$ cat config.mk
export PLATFORM = sky130hd
export DESIGN_NAME = exe_mem_req_buf
export DESIGN_NICKNAME = d
export VERILOG_FILES = /design/src/rtl/exe_mem_req_buf.sv
export SDC_FILE = /design/constraint.sdc
export NUM_CORES = 1
export LEC_CHECK = 0
export CORE_MARGIN = 1
export CORE_UTILIZATION = 50
export CTS_CLUSTER_DIAMETER = 80
export DETAILED_ROUTE_END_ITERATION = 7
export MAX_ROUTING_LAYER = met4
export PLACE_DENSITY = 0.85
export SYNTH_ARGS = -nofsm -noshare
export SYNTH_HDL_FRONTEND = slang
export SYNTH_SLANG_ARGS = --single-unit
$ cat constraint.sdc
create_clock -name clk -period 3.1 [get_ports clk]
set_input_delay 0.465 -clock clk [delete_from_list [all_inputs] [get_ports clk]]
set_output_delay 0.465 -clock clk [all_outputs]
set_load 0.05 [all_outputs]
$ cat src/rtl/exe_mem_req_buf.sv
// In-order memory request queue between EXE and the data bus: alignment check,
// strobe/data formatting at enqueue, flush of unissued entries. Option: EXE_MEM_REQ_ALE_EN.
module exe_mem_req_buf #(
  parameter int DATA_W = 32,
  parameter int DEPTH  = 4,
  parameter int ADDR_W = 32
) (
  input  logic                       clk,
  input  logic                       resetn,
  input  logic                       in_valid,
  output logic                       in_ready,
  input  logic                       in_we,
  input  logic [1:0]                 in_size,
  input  logic [ADDR_W-1:0]          in_addr,
  input  logic [DATA_W-1:0]          in_wdata,
  output logic                       in_ale,
  input  logic                       flush,
  output logic                       req,
  output logic                       wr,
  output logic [1:0]                 size,
  output logic [ADDR_W-1:0]          addr,
  output logic [DATA_W/8-1:0]        wstrb,
  output logic [DATA_W-1:0]          wdata,
  input  logic                       addr_ok,
  output logic [$clog2(DEPTH):0]     count
);

  localparam int SW = DATA_W / 8;
  localparam int OB = $clog2(SW);
  localparam int PW = $clog2(DEPTH);

  logic [3:0]        size_mask;
  logic [ADDR_W-1:0] eff_addr;
  logic [OB-1:0]     off;
  logic [7:0]        lanes;
  logic [SW+7:0]     lanes_shifted;
  logic [SW-1:0]     enq_strb;
  logic [DATA_W-1:0] enq_data;
  logic              enq;
  logic              deq;

  logic [PW-1:0] wr_ptr;
  logic [PW-1:0] rd_ptr;

  logic              mem_we   [DEPTH];
  logic [1:0]        mem_size [DEPTH];
  logic [ADDR_W-1:0] mem_addr [DEPTH];
  logic [SW-1:0]     mem_strb [DEPTH];
  logic [DATA_W-1:0] mem_data [DEPTH];

  assign size_mask = (4'd1 << in_size) - 4'd1;

`ifdef EXE_MEM_REQ_ALE_EN
  assign eff_addr = in_addr;
  assign in_ale   = in_valid & ((in_addr[2:0] & size_mask[2:0]) != 3'd0);
`else
  // Without alignment checking the op is silently aligned down to its size.
  assign eff_addr = {in_addr[ADDR_W-1:3], in_addr[2:0] & ~size_mask[2:0]};
  assign in_ale   = 1'b0;
`endif

  assign off = eff_addr[OB-1:0];

  always_comb begin
    case (in_size)
      2'd0:    lanes = 8'h01;
      2'd1:    lanes = 8'h03;
      2'd2:    lanes = 8'h0F;
      default: lanes = 8'hFF;
    endcase
    lanes_shifted = {{SW{1'b0}}, lanes} << off;
    enq_strb      = in_we ? lanes_shifted[SW-1:0] : '0;
  end

  // Byte i of the bus takes source byte (i mod 2^size): replication of the low bytes.
  always_comb begin
    enq_data = '0;
    for (int unsigned i = 0; i < SW; i++) begin
      int unsigned sel;
      sel = i & 32'(size_mask);
      enq_data[i*8 +: 8] = in_wdata[sel*8 +: 8];
    end
  end

  assign in_ready = (count != (PW+1)'(DEPTH));
  assign req      = (count != '0);
  assign enq      = in_valid & in_ready & ~in_ale & ~flush;
  assign deq      = req & addr_ok;

  always_ff @(posedge clk) begin
    if (enq) begin
      mem_we[wr_ptr]   <= in_we;
      mem_size[wr_ptr] <= in_size;
      mem_addr[wr_ptr] <= eff_addr;
      mem_strb[wr_ptr] <= enq_strb;
      mem_data[wr_ptr] <= enq_data;
    end
  end

  // A head handshake in the flush cycle has already been taken by memory,
  // so clearing everything drops only the unissued entries.
  always_ff @(posedge clk or negedge resetn) begin
    if (!resetn) begin
      count  <= '0;
      wr_ptr <= '0;
      rd_ptr <= '0;
    end else if (flush) begin
      count  <= '0;
      wr_ptr <= '0;
      rd_ptr <= '0;
    end else begin
      if (enq) wr_ptr <= wr_ptr + PW'(1);
      if (deq) rd_ptr <= rd_ptr + PW'(1);
      if (enq && !deq)      count <= count + (PW+1)'(1);
      else if (!enq && deq) count <= count - (PW+1)'(1);
    end
  end

  always_comb begin
    wr    = 1'b0;
    size  = '0;
    addr  = '0;
    wstrb = '0;
    wdata = '0;
    if (req) begin
      wr    = mem_we[rd_ptr];
      size  = mem_size[rd_ptr];
      addr  = mem_addr[rd_ptr];
      wstrb = mem_strb[rd_ptr];
      wdata = mem_data[rd_ptr];
    end
  end

endmodule

Word-level counts from Yosys, hierarchy flattened:

Memories as Yosys holds them, arrays and structs flattened.
Cells that the tools add are included.

* input port bits: 72
* memories kept: 5
* bits in writable memories: 284
* word-level logic and storage cells: 52
* register bits after elaboration: 7

* mux-type cells: 16
* add/subtract/negate cells: 5
* bitwise logic cells: 6
* shifts and indexed selects: 5
* eq/ne operators: 3
* reductions and logical operators: 9

Memory list
* mem_addr: words 4, bits a word 32, read ports 1, clocked after Yosys merged registers in 0, write ports 1, line 47 `logic [ADDR_W-1:0] mem_addr [DEPTH];`
* mem_data: words 4, bits a word 32, read ports 1, clocked after Yosys merged registers in 0, write ports 1, line 49 `logic [DATA_W-1:0] mem_data [DEPTH];`
* mem_strb: words 4, bits a word 4, read ports 1, clocked after Yosys merged registers in 0, write ports 1, line 48 `logic [SW-1:0] mem_strb [DEPTH];`
* mem_size: words 4, bits a word 2, read ports 1, clocked after Yosys merged registers in 0, write ports 1, line 46 `logic [1:0] mem_size [DEPTH];`
* mem_we: words 4, bits a word 1, read ports 1, clocked after Yosys merged registers in 0, write ports 1, line 45 `logic mem_we [DEPTH];`

Operators by type and width (count)
* 2-to-1 mux 32 bit: 2
* indexed part select 32 x 6 -> 8 bit: 2
* indexed part select 32 x 5 -> 8 bit: 1
* one-hot mux 8 bit (3 select lines): 1
* 2-to-1 mux 2 bit: 5
* 2-to-1 mux 3 bit: 3
* 2-to-1 mux 4 bit: 2
* << shifter 8 x 2 -> 4 bit: 1
* nonzero test 3 bit: 2
* subtractor 3 x 1 -> 3 bit (second input constant): 2
* adder 2 x 1 -> 2 bit (second input constant): 2
* nonzero test 2 bit: 2
* adder 3 x 1 -> 3 bit (second input constant): 1
* AND 1 bit: 3
* AND 3 bit: 1
* 2-to-1 mux 1 bit: 3
* inequality test 3 bit (second input constant): 1
* inverter 3 bit: 1
* << shifter 1 x 2 -> 3 bit (first input constant): 1
* == test 2 x 1 -> 1 bit (second input constant): 1
* == test 2 bit (second input constant): 1
* logical AND 1 bit: 2
* zero test 1 bit: 2
* zero test 2 bit: 1
* inverter 1 bit: 1

Logic depth before layout (Yosys ltp):

Gate-level depths: netlist (run 1).

* depth after elaboration: 8
* gate-level depth with buffers: 8

Least setup slack after synthesis (run 1):

Ideal clock, no wire load.

* path kind: reg-to-output
* start point: register count[2]
* end point: output wdata[22]
* arrival time: 2262 ps
* buffers on the path: 2
* slack: 373 ps
* stages on the path, launching flop included: 5
* path through: dfrtp_1 > or3_2 > clkbuf_1 > clkbuf_1 > and2_1

* longest elaborated chain between the ends: 2

RTL lines
* start: declaration: line 25 `output logic [$clog2(DEPTH):0] count`
* start signal: assignment: line 114 `if (enq && !deq) count <= count + (PW+1)'(1);`
* start signal: assignment: line 115 `else if (!enq && deq) count <= count - (PW+1)'(1);`
* nonzero test 3 bit: line 86 `assign req = (count != '0);`
* net req: line 18 `output logic req,`
* 2-to-1 mux 32 bit: line 125 `if (req) begin`
* end: declaration: line 23 `output logic [DATA_W-1:0] wdata,`

The timed path passes the listed nets, and every way through them passes these cells.

Worst setup path in the final report (run 1):

* start point: register count[1]
* end point: output wdata[26]

* longest elaborated chain between the ends: 2

RTL lines (line)
* nonzero test 3 bit: 86
* 2-to-1 mux 32 bit: 125

Every way passes these cells.

==> results of run 1 <==
==> worst max-delay path by stage <==
stage	from	to	cells past startpoint
finish	count[1]	wdata[26]	4
global route	count[1]	wdata[26]	4
CTS	rd_ptr[0]	addr[3]	4
detailed placement	flush	count[2]	8
global placement	flush	count[2]	8
floorplan	count[2]	wdata[22]	4
==> kinds of logic after synthesis <==
family          count (synthesis)
compound gates                 17
xor+xnor                        7
fa+ha+maj                       5
buf+inv                        37
flops                         291
mux                            97
other cells                     1
simple gates                  110
==> where the power goes <==
part	leakage, nW	internal [mW]	total [mW]	switching, mW
clock network	0.420	1.78	3.18	1.40
registers	2.67	4.60	4.72	0.118
logic	1.66	1.81	4.93	3.12
total	4.75	8.19	12.8	4.63
==> final cells by class <==
class	instances	area, µm²	area share (%)
flip-flops and latches	291	8710	61.2
repair buffers	162	1520	10.7
inverters	7	26.3	0.185
clock buffers	32	737	5.18
well taps	285	357	2.51
multi-input cells	237	2760	19.4
clock inverters	18	120	0.844
==> routing by layer <==
layer,vias up,GRT usage [%],wire length (µm)
met2,188,33.8,11400
met4,0,4.34,437
met1,2992,25.4,9350
met3,31,4.03,1440
met5,-,-,0
li1,2576,-,-
==> timing repair <==
| item | in CTS | in global routing |
|---|---|---|
| buffers inserted | 0 | 3 |
| hold buffers | 0 | 0 |
| setup endpoints to repair | 0 | 1 |
| endpoints found under the hold margin | 0 | 0 |
==> state kept, by name (all words and copies together) (netlist names) <==
name	flops
rd_ptr	2
mem_size	8
mem_addr	128
count	3
mem_strb	16
mem_data	128
wr_ptr	2
mem_we	4
==> layout by cell type, fill, tap and decap left out, drive strengths merged, types with 2 or more instances in the layout <==
master	instances
nand3	2
mux4	71
nor2	15
a21oi	2
and2	77
o21a	2
nor3	2
mux2i	9
xnor2	4
edfxtp	284
ha	4
o21ai	9
mux2	17
nand2	11
inv	8
clkinv	15
clkdlybuf4s50	75
xor2	3
buf	87
clkbuf	32
dfrtp	7
==> metrics by stage <==
stage                     hold slack [ps]  setup slack [ps]  util (%)  area, µm²
after floorplan                       169               373         -      11600
after global placement                562               511      58.8      13300
after detailed placement              577               404      58.8      13300
after CTS                             187              67.9      62.5      14200
after global routing                  192              76.4      62.6      14200
final                                 194               170      62.6      14200
==> worst max-delay path, cell delays in order, from the launching register on <==
cell and delay (ps):
dfrtp_1 450, or3_2 750, buf_12 290, and2_1 200, buf_4 200
==> impl_metrics.env, run 1 <==
export IMPL_clk_latency_ps=560
export IMPL_ys_types=32
export IMPL_dpl_hpwl_mm=13.3
export IMPL_grt_usage_pct=20.0
export IMPL_synthSimpleGateAreaFrac_pct=5.49
export IMPL_area_growth_pct=22.5
export IMPL_critPathLaunchType="flip-flop"
export IMPL_totalPowerFinal_mw=12.8
export IMPL_synth_area_um2=11600
export IMPL_powerDensity_nw_per_um2=902
export IMPL_synth_commonest_cells="284 x edfxtp_1, 72 x and2_1, 71 x mux4_2"
export IMPL_r2r_slack_ps=610
export IMPL_yosysMostFrequentCell="edfxtp_1"
export IMPL_cts_buffer_depth=3
export IMPL_cts_max_level=1
export IMPL_setup_violations_final=0
export IMPL_drt_wl_total_mm=22.6
export IMPL_arrival_ps=2470
export IMPL_tightestPinTransition_ps=715
export IMPL_synthCells=565
export IMPL_synth_flop_cell="edfxtp_1"
export IMPL_core_area_um2=22700
export IMPL_synth_area_leaders="edfxtp_1 73%, mux4_2 14%, and2_1 3.9%"
export IMPL_synth_edf_count=284
export IMPL_nets=805
export IMPL_cts_reportedPaths_clkPinSlew_ps=60
export IMPL_grt_pass1_vias=6190
export IMPL_cts_tree="yes"
export IMPL_rsz0062_at_grt="false"
export IMPL_r2r_end="count[2]"
export IMPL_yosysTopAreaCellShare_pct=73.5
export IMPL_num_antenna_cells=0
export IMPL_rows=55
export IMPL_drt_first_pass_iters=6
export IMPL_reg2regPathDepth=7
export IMPL_r2r_start="count[1]"
export IMPL_leakage_nw=4.75
export IMPL_port_buffers=147
export IMPL_fin_tns_setup_ps=0
export IMPL_synth_xor_area_share_pct=0.528
export IMPL_dieArea_um2=23800
export IMPL_grt_pass1_wl_mm=35.0
export IMPL_start_util_pct=51.1
export IMPL_critical_path_endpoint_type="output port"
export IMPL_viasPerCell=5.61
export IMPL_layout_drive_gt1_share_pct=29.6
export IMPL_async_flop_share_pct=2.41
export IMPL_die_x_um=154
export IMPL_place_gp_congestion=0.805
export IMPL_wl_per_cell_um=21.9
export IMPL_max_slew_margin_rel_pct=51.9
export IMPL_vias=5787
export IMPL_synth_compound_area_share_pct=0.862
export IMPL_required_ps=2630
export IMPL_io_pins=149
export IMPL_grt_ovfl_total=0
export IMPL_critPathKind="reg -> out"
export IMPL_ys_warn_count=0
export IMPL_vdd_drop_max_mv=0.500
export IMPL_skew_ps=17.1
export IMPL_initialDrtViolationCount=350
export IMPL_path_max_fanout=49
export IMPL_synth_nets=642
export IMPL_cts_root_buffer="clkbuf_16"
export IMPL_fin_crit_ps=2930
export IMPL_fmax_mhz=341
export IMPL_fin_crit_sh_pct=94.5
export IMPL_antenna_left=0
export IMPL_stdcell_count=1032
export IMPL_outcome="finished, final reports clean"
export IMPL_fillers=1577
export IMPL_cts_inserted_buffers=29
export IMPL_clock_sinks=291
export IMPL_antenna_found_initial=0
export IMPL_die_height_um=154
export IMPL_drc=0
export IMPL_muxShareOfSynthArea_pct=16.2
export IMPL_synth_top_family_by_area="multiplexers"
export IMPL_syn_avg_cell_area_um2=20.5
export IMPL_synth_fa_ha_area_share_pct=0.604
export IMPL_ys_ff_latch=291
export IMPL_ctsResizeCount=0
export IMPL_finalHoldViolCount=0
export IMPL_grt_max_degree=72
export IMPL_dp_cells=979
export IMPL_hp_class="in -> async"
export IMPL_drv_slew=0
export IMPL_maxCapViolations=0
export IMPL_yosysSeqAreaShare_pct=75.0
export IMPL_yosysTopAreaCell="edfxtp_1"
Note: power is estimated with default switching activity, not from simulation.
==> inputs of run 2 (changes only) <==
GPL_ROUTABILITY_DRIVEN = 0   (was default)
SLEW_MARGIN = 10   (was default)
==> results of run 2 <==
Same layout as run 1: the final DEF is identical, and so are final timing and power.
